===== src/rtl/riscv_core_pkg.sv =====
// Shared core-level definitions: performance-collector FSM states, latencies and helpers.
package riscv_core_pkg;

  localparam int DEFAULT_NUM_CORES    = 4;
  localparam int PERF_Q_FRAC_BITS     = 4;
  localparam int PERF_DIV_LATENCY     = 8;
  localparam int PERF_PUBLISH_LATENCY = 10;

  typedef enum logic [1:0] {
    IDLE,
    COUNT,
    DIVIDE,
    PUBLISH
  } perf_state_e;

  function automatic logic [4:0] popcount16(input logic [15:0] v);
    logic [4:0] n;
    n = '0;
    for (int i = 0; i < 16; i++) n = n + 5'(v[i]);
    return n;
  endfunction

endpackage


===== src/rtl/perf_div_unit.sv =====
// Restoring divider producing an 8-bit quotient, one quotient bit per cycle.
// The first bit is resolved on the start edge, so done pulses PERF_DIV_LATENCY cycles after start.
module perf_div_unit
  import riscv_core_pkg::*;
#(
  parameter int DIVIDEND_W = 22
) (
  input  logic                  clk_i,
  input  logic                  rst_i,
  input  logic                  start,
  input  logic [DIVIDEND_W-1:0] dividend,
  input  logic [DIVIDEND_W-1:0] divisor,
  output logic                  done,
  output logic [7:0]            quotient
);

  localparam int WIDE_W = DIVIDEND_W + 8;

  logic [DIVIDEND_W-1:0] rem_q, dvs_q, cur_rem, cur_dvs, rem_next;
  logic [2:0]            idx_q, cur_idx;
  logic                  busy_q, take;
  logic [WIDE_W-1:0]     trial;

  // One restoring step: subtract divisor<<idx when it fits. Quotient < 256 keeps 8 steps exact.
  always_comb begin
    cur_rem  = start ? dividend : rem_q;
    cur_dvs  = start ? divisor : dvs_q;
    cur_idx  = start ? 3'(PERF_DIV_LATENCY - 1) : idx_q;
    trial    = {8'b0, cur_dvs} << cur_idx;
    take     = {8'b0, cur_rem} >= trial;
    rem_next = take ? cur_rem - trial[DIVIDEND_W-1:0] : cur_rem;
  end

  // NOTE: sequential state uses non-blocking assignments so every register samples pre-edge values.
  always_ff @(posedge clk_i or posedge rst_i) begin
    if (rst_i) begin
      rem_q    <= '0;
      dvs_q    <= '0;
      idx_q    <= '0;
      busy_q   <= 1'b0;
      done     <= 1'b0;
      quotient <= '0;
    end else begin
      done <= 1'b0;
      if (start) begin
        rem_q    <= rem_next;
        dvs_q    <= divisor;
        idx_q    <= cur_idx - 3'd1;
        busy_q   <= 1'b1;
        quotient <= {take, 7'b0};
      end else if (busy_q) begin
        rem_q           <= rem_next;
        quotient[idx_q] <= take;
        idx_q           <= idx_q - 3'd1;
        if (idx_q == 3'd0) begin
          busy_q <= 1'b0;
          done   <= 1'b1;
        end
      end
    end
  end

endmodule


===== src/rtl/perf_stats_collector.sv =====
// Windowed per-core performance statistics: IPC, L1 hit rate and health flags,
// published together 10 cycles after each window's final cycle.
module perf_stats_collector
  import riscv_core_pkg::*;
#(
  parameter int          NUM_CORES      = DEFAULT_NUM_CORES,
  parameter int          WINDOW_LOG2    = 10,
  parameter logic [11:0] HIGH_POWER_IPC = 12'h018
) (
  input  logic                 clk_i,
  input  logic                 rst_i,
  input  logic                 enable_i,
  input  logic [NUM_CORES-1:0] core_active_i,
  input  logic [NUM_CORES-1:0] instr_retired_i,
  input  logic [NUM_CORES-1:0] l1_access_i,
  input  logic [NUM_CORES-1:0] l1_hit_i,
  input  logic [NUM_CORES-1:0] stall_i,
  input  logic [NUM_CORES-1:0] branch_resolved_i,
  input  logic [NUM_CORES-1:0] branch_mispredict_i,
  output logic [31:0]          current_ipc_o,
  output logic [7:0]           cache_hit_rate_l1_o,
  output logic                 any_core_active_o,
  output logic                 pipeline_bottleneck_o,
  output logic                 high_power_mode_o,
  output logic                 good_bp_o,
  output logic                 window_valid_o
);

  localparam int          CNT_W      = WINDOW_LOG2 + 5;
  localparam int          DIV_W      = CNT_W + 7;
  localparam int          IPC_SHIFT  = WINDOW_LOG2 - PERF_Q_FRAC_BITS;
  localparam logic [31:0] STALL_TH   = 32'(NUM_CORES) << (WINDOW_LOG2 - 1);
  // Snapshot edge + DIVIDE cycles + PUBLISH cycle add up to the publish latency.
  localparam int          DIV_PHASES = PERF_PUBLISH_LATENCY - 2;
  localparam int          PH_W       = $clog2(DIV_PHASES);

  typedef struct packed {
    logic [CNT_W-1:0] ret;
    logic [CNT_W-1:0] acc;
    logic [CNT_W-1:0] hit;
    logic [CNT_W-1:0] stall;
    logic [CNT_W-1:0] br;
    logic [CNT_W-1:0] mp;
  } perf_cnt_t;

  perf_state_e            state_q, state_d;
  logic [WINDOW_LOG2-1:0] cyc_q;
  logic [PH_W-1:0]        phase_q;
  perf_cnt_t              cnt_q, cnt_sum, shadow_q;
  logic                   counting, win_end, publish, div_start, div_done;
  logic [7:0]             div_quotient;
  logic [CNT_W-1:0]       ipc_shift;
  logic [11:0]            ipc_val;

  assign counting = enable_i && (state_q != IDLE);
  assign win_end  = counting && (&cyc_q);

  always_comb begin
    cnt_sum.ret   = cnt_q.ret   + CNT_W'(popcount16(16'(instr_retired_i)));
    cnt_sum.acc   = cnt_q.acc   + CNT_W'(popcount16(16'(l1_access_i)));
    cnt_sum.hit   = cnt_q.hit   + CNT_W'(popcount16(16'(l1_access_i & l1_hit_i)));
    cnt_sum.stall = cnt_q.stall + CNT_W'(popcount16(16'(stall_i)));
    cnt_sum.br    = cnt_q.br    + CNT_W'(popcount16(16'(branch_resolved_i)));
    cnt_sum.mp    = cnt_q.mp    + CNT_W'(popcount16(16'(branch_resolved_i & branch_mispredict_i)));
    ipc_shift     = shadow_q.ret >> IPC_SHIFT;
    ipc_val       = (32'(ipc_shift) > 32'hFFF) ? 12'hFFF : 12'(ipc_shift);
  end

  always_ff @(posedge clk_i or posedge rst_i) begin
    if (rst_i) begin
      cnt_q    <= '0;
      shadow_q <= '0;
      cyc_q    <= '0;
    end else if (!counting) begin
      cnt_q <= '0;
      cyc_q <= '0;
    end else if (win_end) begin
      shadow_q <= cnt_sum;
      cnt_q    <= '0;
      cyc_q    <= '0;
    end else begin
      cnt_q <= cnt_sum;
      cyc_q <= cyc_q + WINDOW_LOG2'(1);
    end
  end

  always_ff @(posedge clk_i or posedge rst_i) begin
    if (rst_i) begin
      state_q <= IDLE;
      phase_q <= '0;
    end else begin
      state_q <= state_d;
      phase_q <= (state_q == DIVIDE) ? phase_q + PH_W'(1) : '0;
    end
  end

  // NOTE: every always_comb output gets a default first so no path can infer a latch.
  always_comb begin
    state_d   = state_q;
    publish   = 1'b0;
    div_start = 1'b0;
    case (state_q)
      IDLE:    if (enable_i) state_d = COUNT;
      COUNT: begin
        if (!enable_i)   state_d = IDLE;
        else if (win_end) state_d = DIVIDE;
      end
      DIVIDE: begin
        div_start = (phase_q == '0) && (shadow_q.acc != '0);
        if (!enable_i)                          state_d = IDLE;
        else if (phase_q == PH_W'(DIV_PHASES - 1)) state_d = PUBLISH;
      end
      PUBLISH: begin
        publish = enable_i;
        state_d = enable_i ? COUNT : IDLE;
      end
      default: state_d = IDLE;
    endcase
  end

  perf_div_unit #(.DIVIDEND_W(DIV_W)) u_div (
    .clk_i    (clk_i),
    .rst_i    (rst_i),
    .start    (div_start),
    .dividend (DIV_W'(shadow_q.hit) * DIV_W'(100)),
    .divisor  (DIV_W'(shadow_q.acc)),
    .done     (div_done),
    .quotient (div_quotient)
  );

  // A skipped divide (zero accesses) never raises done, which yields the 0% rate.
  always_ff @(posedge clk_i or posedge rst_i) begin
    if (rst_i) begin
      current_ipc_o         <= '0;
      cache_hit_rate_l1_o   <= '0;
      any_core_active_o     <= 1'b0;
      pipeline_bottleneck_o <= 1'b0;
      high_power_mode_o     <= 1'b0;
      good_bp_o             <= 1'b0;
      window_valid_o        <= 1'b0;
    end else begin
      any_core_active_o <= |core_active_i;
      window_valid_o    <= publish;
      if (publish) begin
        current_ipc_o         <= 32'(ipc_val);
        cache_hit_rate_l1_o   <= div_done ? div_quotient : 8'd0;
        pipeline_bottleneck_o <= 32'(shadow_q.stall) >= STALL_TH;
        high_power_mode_o     <= ipc_val >= HIGH_POWER_IPC;
        good_bp_o             <= (shadow_q.br != '0) &&
                                 ((32'(shadow_q.mp) << 4) < 32'(shadow_q.br));
      end
    end
  end

endmodule


===== config.mk =====
export PLATFORM = sky130hd
export DESIGN_NAME = perf_stats_collector
export DESIGN_NICKNAME = d
export VERILOG_FILES = /design/src/rtl/riscv_core_pkg.sv /design/src/rtl/perf_div_unit.sv /design/src/rtl/perf_stats_collector.sv
export SDC_FILE = /design/constraint.sdc
export NUM_CORES = 1
export LEC_CHECK = 0
export CORE_MARGIN = 5
export CORE_UTILIZATION = 40
export DETAILED_ROUTE_END_ITERATION = 7
export PLACE_DENSITY = 0.66
export SLEW_MARGIN = 20
export SYNTH_ARGS = -nofsm -noshare
export SYNTH_HDL_FRONTEND = slang
export SYNTH_SLANG_ARGS = --single-unit

===== constraint.sdc =====
create_clock -name clk_i -period 12.2 [get_ports clk_i]
set_input_delay 2.44 -clock clk_i [delete_from_list [all_inputs] [get_ports clk_i]]
set_output_delay 2.44 -clock clk_i [all_outputs]
set_load 0.01 [all_outputs]

==> impl_results.md, run 1 <==
* Max H-tree Level at 1
* Cell Chain, Critical Path: ha_1, ha_1, inv_1, fa_1, inv_1, ha_1, a21oi_1, o21ai_0, o21ba_2, nor2b_1, xor2_1, o21ai_0, ha_1, a21oi_1, o21ai_0, a22o_1, a41o_1, o311ai_4, buf_4, nor2_1, and4_1, nor3_2
* Synth area leaders: dfrtp_1, ha_1, nand2_1
* Fraction of layout cells with a size suffix above 1 at 5.51%
* R2R cell count at 22
* Global-route wire length before repair at 53400 µm
* Seq pwr share at 47.7%
* Total length of routed wires at 31200 µm
* NumNets Final at 1802
* RSZ-0062 raised after global routing: no
* Clock power frac at 47.6%
* Port Buf Inserts at 52
* FP Rows at 70
* Most frequent cells after synthesis: dfrtp_1, nand2_1, nor2_1, o21ai_0, inv_1
* Largest net degree at the start of global routing at 143
* Post-detail-place hpwl at 22400 µm
* N_diodes at 0
* Register area share after synthesis at 43.1%
* DIE WIDTH at 203 µm
* Largest area contributor in the netlist: dfrtp_1
* GP Congestion at 0.828
* Post-CTS Setup Repair Bufs at 0
* Clock tree from TritonCTS: yes
* Hold Path Origin: cache_hit_rate_l1_o[3]
* Via density at 5.12
* Die ar. at 41200 µm²
* # IOs at 76
* Worst min path class: reg -> reg
* CTS Sinks at 257
* FFs w/ async S/R, synth at 100%
* Leakage at 7.97 nW
* Mean post-synth cell area at 9.18 µm²
* Ys flop type: dfrtp_1
* Worst Path Max Fanout at 29
* DRC at 0
* Hold_ws at 465 ps
* Crit-path slowest cell: fa_1
* Yosys reg bits at 257
* Netlist cell types at 66
* Starting density of the core at 40.6%
* Max_cap viols at 0
* Overflow after GRT at 0
* Max Slew Vio Count at 0
* Number of flops mapped to enable cells by yosys at 0
* Area growth from synthesis to layout at 11.8%
* Post-route ant nets at 0
* Final setup fails at 0
* Crit path kind: reg -> reg
* CTS max path bufs at 3
* Critical R2R Capture: u_div.rem_q[21]
* Starting DRT DRC Count at 579
* Crit-path most repeated cell: ha_1
* Setup TNS at 0 ps
* Critical path arrival at 6300 ps
* Layout Skew at 14.1 ps
* FMAX at 171 MHz
* Vias at 10900
* WL per Instance at 14.6 µm
* Root Buffer: clkbuf_16
* Status: completed
* Critical Path RT at 12660 ps
* Hold_buf cts at 0
* Crit path largest cell delay at 500 ps
* Reg-to-Reg Start: shadow_q[53]
* Sw Pwr at 419 µW
* Fin crit share at 47.9%
* Total power draw at 1.81 mW
* Warnings, synthesis at 0
* Gr usage total at 15.1%
* WHS Path Cells at 2
* Internal at 1.39 mW
* Net Sw Frac at 23.1%
* Core area at 36700 µm²
* Post-Synthesis Cells at 1624
* Worst Setup End Kind: flip-flop
* Combinational power share at 4.7%
* Resized Gates After CTS at 0
* Area share of the largest cell type after synthesis at 43.1%
* Hold path endpoint: cache_hit_rate_l1_o[3]
* Worst-path clk slew at 60 ps
* Vias in the first global route at 10900
* Pwr Density at 109 nW/µm²
* Skew-Pair Late Insertion Delay at 540 ps
* Final hold violation count at 0
* Slew @ Worst Pin at 1050 ps
* CP Launch Type: flip-flop
* VDD IR max at 0.0863 mV
* Initial antenna violation count at 1
* Worst reg2reg setup slack at 6350 ps
* Fin crit period at 5850 ps
* Total CTS buffers at 28
* Slew HR at 29.3%
* TritonRoute pass-1 iters at 4
* Top-count cell post-synth: dfrtp_1
* Die Height at 203 µm
* Mapped cell area at 14900 µm²
[worst max-delay path, delay by kind of cell, from the launching register on]
kind / cells / cell delay (ps)
fa+ha+maj: 5 / 1800
compound gates: 9 / 2250
buf+inv: 3 / 460
xor+xnor: 1 / 140
simple gates: 4 / 660
flops: 1 / 450
[worst max path at each step]
stage / startpoint / to / cells after the start
after floorplan: rst_i / any_core_active_o / 1
after global placement: l1_access_i[0] / shadow_q[59] / 15
after detailed placement: l1_access_i[0] / shadow_q[59] / 15
after CTS: shadow_q[53] / u_div.rem_q[21] / 22
after global routing: shadow_q[63] / u_div.rem_q[21] / 19
final: shadow_q[53] / u_div.rem_q[21] / 22
[registers in the layout, summed over array words and instances (netlist names), 8 cells and up]
name and count:
shadow_q 64, ipc_shift 9, current_ipc_o 9, cache_hit_rate_l1_o 8, cyc_q 10, u_div.dvs_q 22, u_div.rem_q 22, cnt_q 90
u_div.quotient 8
[metal layers]
metal	routed length [µm]	global-route usage, %
met1	14800	21.2
met2	14800	25.3
met3	939	2.01
met4	621	3.25
met5	0	0
[per-stage QoR]
| step | utilization, % | instances | worst slack [ps] | cell area (µm²) |
|---|---|---|---|---|
| 4_1_cts | 45.4 | 2137 | 6350 | 16700 |
| 6_report | 45.4 | 2137 | 6350 | 16700 |
| 5_1_grt | 45.4 | 2137 | 5850 | 16700 |
| 2_1_floorplan | - | 1646 | 2690 | 15000 |
| 3_3_place_gp | 42.8 | 2087 | 6300 | 15700 |
| 3_5_place_dp | 42.8 | 2087 | 6280 | 15700 |
[cell families after synthesis]
family	count (synthesis)	share of synthesized area, %
compound gates	278	11.3
simple gates	607	18.0
xor+xnor	114	6.70
mux	49	3.45
flops	257	43.1
buf+inv	196	5.78
other cells	1	0.0251
fa+ha+maj	122	11.7
[power groups by stage]
stage          Sequential (mW)  Clock [mW]  Combinational, mW
2_1_floorplan            0.878           0             0.0593
3_3_place_gp             0.878           0             0.0847
3_5_place_dp             0.879           0             0.0867
4_1_cts                  0.863       0.883             0.0881
5_1_grt                  0.864       0.916             0.0990
6_report                 0.863       0.861             0.0855
[placed cells by master (no fill, tap or decap), types with 24 or more instances in the layout]
master	count
a21oi_1	81
and2_1	24
clkbuf_16	28
clkdlybuf4s50_1	52
dfrtp_1	257
fa_1	29
ha_1	93
inv_1	105
mux2i_1	30
nand2_1	229
nand3_1	49
nor2_1	201
o21ai_0	107
xnor2_1	58
xor2_1	56
[final cells by class]
class                           count  area (µm²)
Multi-Input combinational cell   1193        7710
Clock inverter                     17         200
Fill cell                        3510       20000
Sequential cell                   257        6430
Clock buffer                       33         739
Timing Repair Buffer               60         581
Tap cell                          468         586
Inverter                          109         422
(Power assumes the default switching activity.)
==> inputs of run 2 (changes only) <==
clock period = 5.7 ns   (was 12.2 ns; I/O delays follow)
==> run 2 against run 1 <==
  * Core utilization rose by 0.63 points
  * Non-clock buffer count rose by 16
  * Worst hold slack got worse by 6.1 ps
  * Critical endpoint is now u_div.rem_q[0]
  * Cell area rose by 1.4%
  * Maximum frequency rose by 7.7%
  * Global-route usage rose by 0.12 points
  * Wire length rose by 1.3%
  * Highest routed layer unchanged
  * Register-to-register slack got worse by 6100 ps
==> impl_results.md, run 2 (synthesized netlist as in run 1, its figures left out) <==
* Grt met3 use at 2.03% (was 2.01%)
* Vias in the first global route at 11000 (was 10900)
* WL per Instance at 14.7 µm (was 14.6 µm)
* Status: completed (unchanged)
* FF/Latch Area at 6430 µm² (about the same)
* Worst Setup End Kind: flip-flop (unchanged)
* Initial antenna violation count at 0 (was 1)
* Hold Path Origin: phase_q[0] (was cache_hit_rate_l1_o[3])
* Global-route wire length before repair at 53700 µm (was 53400 µm)
* GRT busiest layer: met2 (unchanged)
* DIE WIDTH at 203 µm (unchanged)
* Overflow after GRT at 0 (unchanged)
* CTS Sinks at 257 (unchanged)
* Setup WS pre-CTS at 126 ps (was 6280 ps)
* RSZ-0062 raised after global routing: yes (was no)
* Final Core Density at 46.1% (was 45.4%)
* NumNets Final at 1819 (was 1802)
* Gr usage total at 15.2% (was 15.1%)
* Post-route ant nets at 0 (unchanged)
* Largest net degree at the start of global routing at 119 (was 143)
* Slew @ Worst Pin at 1130 ps (was 1050 ps)
* Crit path kind: reg -> reg (unchanged)
* Crit path launch: shadow_q[48] (was shadow_q[53])
* Max Slew Vio Count at 0 (unchanged)
* Leakage at 8.06 nW (was 7.97 nW)
* N_diodes at 0 (unchanged)
* Die Height at 203 µm (unchanged)
* Max H-tree Level at 1 (unchanged)
* CTS max path bufs at 3 (unchanged)
* Via density at 5.08 (was 5.12)
* Most frequent cells in the layout: dfrtp_1, nand2_1, nor2_1 (unchanged)
* Total CTS buffers at 29 (was 28)
* CP Launch Type: flip-flop (unchanged)
* Critical Path RT at 6170 ps (was 12660 ps)
* Slew HR at 24.1% (was 29.3%)
* # IOs at 76 (unchanged)
* DRC at 0 (unchanged)
* Commonest non-fill, non-tap cell in the layout: dfrtp_1 (unchanged)
* Starting density of the core at 40.6% (unchanged)
* Die ar. at 41200 µm² (unchanged)
* Max reg flops at 90 (unchanged)
* Fin crit period at 5430 ps (was 5850 ps)
* Largest registers: cnt_q (90), shadow_q (64) (unchanged)
* Port Buf Inserts at 52 (unchanged)
* Starting DRT DRC Count at 500 (was 579)
* Top reg by flops: cnt_q (unchanged)
* Hold_ws at 459 ps (was 465 ps)
* Total length of routed wires at 31600 µm (was 31200 µm)
* Root Buffer: clkbuf_16 (unchanged)
* Pwr Density at 230 nW/µm² (was 109 nW/µm²)
* Vias at 10900 (about the same)
* Cell Chain, Critical Path: ha_1, ha_1, inv_1, fa_1, inv_1, ha_2, o21a_1, o31ai_4, a21oi_1, nand3_1, a21boi_1, nor3_1, o41ai_2, ha_2, o2111a_1, and2_1, a22o_1, a41o_1, o311ai_4, inv_2, buf_12, a21oi_1, nand2_1, o21ai_0 (was ha_1, ha_1, inv_1, fa_1, inv_1, ha_1, a21oi_1, o21ai_0, o21ba_2, nor2b_1, xor2_1, o21ai_0, ha_1, a21oi_1, o21ai_0, a22o_1, a41o_1, o311ai_4, buf_4, nor2_1, and4_1, nor3_2)
* Final WS setup at 271 ps (was 6350 ps)
* M2 GR Usage at 25.6% (was 25.3%)
* Fill count at 3439 (was 3510)
* Crit-path slowest cell: fa_1 (unchanged)
* Setup TNS at 0 ps (unchanged)
* Met1 Use GR at 21.1% (was 21.2%)
* Crit path largest cell delay at 500 ps (about the same)
* VDD IR max at 0.200 mV (was 0.0863 mV)
* Worst-path clk slew at 60 ps (about the same)
* Reg-to-Reg Start: shadow_q[48] (was shadow_q[53])
* Max_cap viols at 0 (unchanged)
* Core area at 36700 µm² (unchanged)
* TritonRoute pass-1 iters at 5 (was 4)
* R2R cell count at 24 (was 22)
* GP Congestion at 0.874 (was 0.828)
* Post-detail-place hpwl at 22800 µm (was 22400 µm)
* Critical path arrival at 5900 ps (was 6300 ps)
* Layout Skew at 15.9 ps (was 14.1 ps)
* Final hold violation count at 0 (unchanged)
* Fin crit share at 95.2% (was 47.9%)
* Clock tree from TritonCTS: yes (unchanged)
* Worst Path Max Fanout at 17 (was 29)
* FMAX at 184 MHz (was 171 MHz)
* Area growth from synthesis to layout at 13.3% (was 11.8%)
* Final setup fails at 0 (unchanged)
* Total power draw at 3.89 mW (was 1.81 mW)
* Area of the multi-input gates at 7770 µm² (was 7710 µm²)
* Skew-Pair Late Insertion Delay at 560 ps (was 540 ps)
* FP Rows at 70 (unchanged)
* WHS Path Cells at 1 (was 2)
* Worst min path class: reg -> reg (unchanged)
* Fraction of layout cells with a size suffix above 1 at 7.06% (was 5.51%)
-- run 2: where the power goes --
part           switching (mW)  internal (mW)  leakage, nW
sequential             0.0106           1.84         3.58
clock                   0.761           1.10        0.464
combinational           0.116         0.0665         4.02
-- run 2: path summary, 6_finish.rpt --
| kind | slack [ps] | end |
|---|---|---|
| max | 270 | u_div.rem_q[0] |
| min | 460 | phase_q[0] |
| max reg2reg | 270 | u_div.rem_q[0] |
| min reg2reg | 460 | phase_q[0] |
| max in group asynchronous | 3530 | shadow_q[51] |
| min in group asynchronous | 1050 | state_q[1] |
-- run 2: final cells by class --
cell class                      count  share of cell area (%)
Sequential cell                   257                    38.1
Multi-Input combinational cell   1193                    45.9
Tap cell                          468                    3.46
Clock buffer                       40                    4.89
Clock inverter                     11                   0.755
Timing Repair Buffer               76                    4.44
Inverter                          109                    2.44
-- run 2: what timing repair did --
| item | in CTS | in global routing |
|---|---|---|
| gates resized for setup | 0 | 17 |
| setup endpoints to repair | 0 | 30 |
| hold buffers | 0 | 0 |
| buffers inserted | 0 | 4 |
-- run 2: metrics by stage --
stage                     instance area, µm²  cells
after global routing                   16900   2154
after floorplan                        15000   1646
after detailed placement               15900   2099
after CTS                              16800   2150
after global placement                 15900   2099
final                                  16900   2154
-- run 2: metal layers --
layer  routed length [µm]  vias to the layer above
met3                 1090                       57
met4                  697                        0
met2                15000                      176
met5                    0                        -
met1                14800                     5231
li1                     -                     5469
-- run 2: worst max-delay path: cells and delay by family (launching register included) --
family / cells / cell delay, ps
AND/OR/NAND/NOR: 4 / 390
adder cells (fa/ha/maj): 5 / 1850
flip-flops: 1 / 420
AO/OA/AOI/OAI: 11 / 2310
buffers and inverters: 4 / 360
==> inputs of run 3 (changes only) <==
CAP_MARGIN = 5   (was default)
SETUP_SLACK_MARGIN = 0.02   (was default)
clock period = 6.4 ns   (was 5.7 ns; I/O delays follow)
==> run 3 against run 2 <==
  * Non-clock buffer count is 10 lower
  * Sequential power is 11% lower
  * Setup slack better by 280 ps
==> impl_results.md, run 3 (synthesized netlist as in run 1, its figures left out) <==
* Status: completed (unchanged)
* Core area at 36700 µm² (unchanged)
* Global-route wire length before repair at 53700 µm (about the same)
* Worst min path class: reg -> reg (unchanged)
* Largest net degree at the start of global routing at 135 (was 119)
* FMAX at 171 MHz (was 184 MHz)
* Die ar. at 41200 µm² (unchanged)
* Leakage at 8.02 nW (was 8.06 nW)
* Port Buf Inserts at 52 (unchanged)
* Worst reg2reg setup slack at 560 ps (was 270 ps)
* Vias at 11000 (was 10900)
* Hold_buf cts at 0 (unchanged)
* Fill count at 3513 (was 3439)
* VDD IR max at 0.201 mV (was 0.200 mV)
* Fin crit share at 91.3% (was 95.2%)
* Total CTS buffers at 28 (was 29)
* N_diodes at 0 (unchanged)
* DRC at 0 (unchanged)
* Setup TNS at 0 ps (unchanged)
* Initial antenna violation count at 0 (unchanged)
* Layout Skew at 11.9 ps (was 15.9 ps)
* Overflow after GRT at 0 (unchanged)
* Critical Path RT at 6850 ps (was 6170 ps)
* Fin crit period at 5840 ps (was 5430 ps)
* # IOs at 76 (unchanged)
* Largest registers: cnt_q (90), shadow_q (64) (unchanged)
* GP Congestion at 0.869 (was 0.874)
* Vias in the first global route at 11000 (about the same)
* Commonest non-fill, non-tap cell in the layout: dfrtp_1 (unchanged)
* Slew HR at 35.5% (was 24.1%)
* Die Height at 203 µm (unchanged)
* Critical R2R Capture: u_div.rem_q[14] (was u_div.rem_q[0])
* Slew @ Worst Pin at 964 ps (was 1130 ps)
* Final hold violation count at 0 (unchanged)
* Root Buffer: clkbuf_16 (unchanged)
* FP Rows at 70 (unchanged)
* RSZ-0062 raised after global routing: no (was yes)
* Final setup fails at 0 (unchanged)
* Max reg flops at 90 (unchanged)
* Max H-tree Level at 1 (unchanged)
* Cell area after layout at 16700 µm² (was 16900 µm²)
* Fraction of layout cells with a size suffix above 1 at 5.97% (was 7.06%)
* Pwr Density at 206 nW/µm² (was 230 nW/µm²)
* Top reg by flops: cnt_q (unchanged)
* TritonRoute pass-1 iters at 5 (unchanged)
* NumNets Final at 1808 (was 1819)
* Total length of routed wires at 30900 µm (was 31600 µm)
* Cell Chain, Critical Path: ha_1, ha_1, inv_1, fa_1, inv_1, ha_1, o21a_1, o31ai_2, a21oi_1, nand3_1, a21boi_0, nor3_1, o41ai_1, ha_1, o2111a_1, and2_1, a22o_1, a41o_1, o311ai_4, buf_4, nor2_1, a211oi_1, nor2_1 (was ha_1, ha_1, inv_1, fa_1, inv_1, ha_2, o21a_1, o31ai_4, a21oi_1, nand3_1, a21boi_1, nor3_1, o41ai_2, ha_2, o2111a_1, and2_1, a22o_1, a41o_1, o311ai_4, inv_2, buf_12, a21oi_1, nand2_1, o21ai_0)
* CTS Sinks at 257 (unchanged)
* Most frequent cells in the layout: dfrtp_1, nand2_1, nor2_1 (unchanged)
* Worst Setup End Kind: flip-flop (unchanged)
* WHS Path Cells at 1 (unchanged)
* Via density at 5.11 (was 5.08)
* Crit path kind: reg -> reg (unchanged)
* CTS max path bufs at 3 (unchanged)
* Post-route ant nets at 0 (unchanged)
* Crit path launch: shadow_q[49] (was shadow_q[48])
* Critical path arrival at 6290 ps (was 5900 ps)
* Worst Path Max Fanout at 23 (was 17)
* Total power draw at 3.45 mW (was 3.89 mW)
* Final Core Density at 45.6% (was 46.1%)
* Crit-path most repeated cell: ha_1
* WL per Instance at 14.4 µm (was 14.7 µm)
* Reg-to-Reg Start: shadow_q[49] (was shadow_q[48])
* R2R cell count at 23 (was 24)
* Starting density of the core at 40.6% (unchanged)
* Cell Area, Placed at 15800 µm² (was 15900 µm²)
* Gr usage total at 15.1% (was 15.2%)
* Max_cap viols at 0 (unchanged)
* Worst-path clk slew at 60 ps (about the same)
* Area growth from synthesis to layout at 12.2% (was 13.3%)
* Crit path largest cell delay at 510 ps (was 500 ps)
* CP Launch Type: flip-flop (unchanged)
* Starting DRT DRC Count at 636 (was 500)
* Worst setup path end: u_div.rem_q[14] (was u_div.rem_q[0])
* Post-detail-place hpwl at 22100 µm (was 22800 µm)
* Max Slew Vio Count at 0 (unchanged)
* Clock tree from TritonCTS: yes (unchanged)
* DIE WIDTH at 203 µm (unchanged)
* Crit-path slowest cell: o41ai_1 (was fa_1)
* Skew-Pair Late Insertion Delay at 570 ps (was 560 ps)
-- run 3: worst max-delay path: cells and delay by family (launching register included) --
| kind | cells | cell delay (ps) |
|---|---|---|
| simple gates | 5 | 470 |
| flops | 1 | 430 |
| compound gates | 10 | 2550 |
| buf+inv | 3 | 440 |
| fa+ha+maj | 5 | 1820 |
-- run 3: what timing repair did --
action | CTS | global route
hold endpoints to repair | 0 | 0
endpoints found under the setup margin | 0 | 1
setup buffers | 0 | 0
resized for setup | 0 | 3
-- run 3: area by class of cell --
cell class	instances	area [µm²]	area share (%)
Clock inverter	16	170	1.02
Clock buffer	35	787	4.70
Inverter	109	415	2.48
Sequential cell	257	6430	38.4
Timing Repair Buffer	66	638	3.81
Tap cell	468	586	3.50
Multi-Input combinational cell	1193	7710	46.1
-- run 3: stage by stage --
step	hold slack, ps	instances	worst slack [ps]
floorplan	430	1646	1340
global placement	446	2093	735
detailed placement	457	2093	511
CTS	466	2144	474
global route	483	2144	79.5
finish	461	2144	556
-- run 3: metal layers --
layer	GRT usage, %	share of wire [%]	wire (µm)
met1	21.3	48	14900
met3	2.27	3.5	1080
met4	3.64	2.3	711
met2	24.9	46	14200
met5	0	0	0
-- run 3: worst min-delay path by stage --
stage / to / startpoint
floorplan: phase_q[0] / phase_q[0]
global placement: phase_q[0] / phase_q[0]
detailed placement: cache_hit_rate_l1_o[5] / cache_hit_rate_l1_o[5]
CTS: phase_q[0] / phase_q[0]
global route: phase_q[0] / phase_q[0]
finish: phase_q[0] / phase_q[0]
-- run 3: where the power goes --
| group | switching (mW) | leakage, nW | internal [mW] |
|---|---|---|---|
| clock | 0.687 | 0.475 | 0.959 |
| sequential | 0.00928 | 3.58 | 1.64 |
| combinational | 0.101 | 3.97 | 0.0578 |
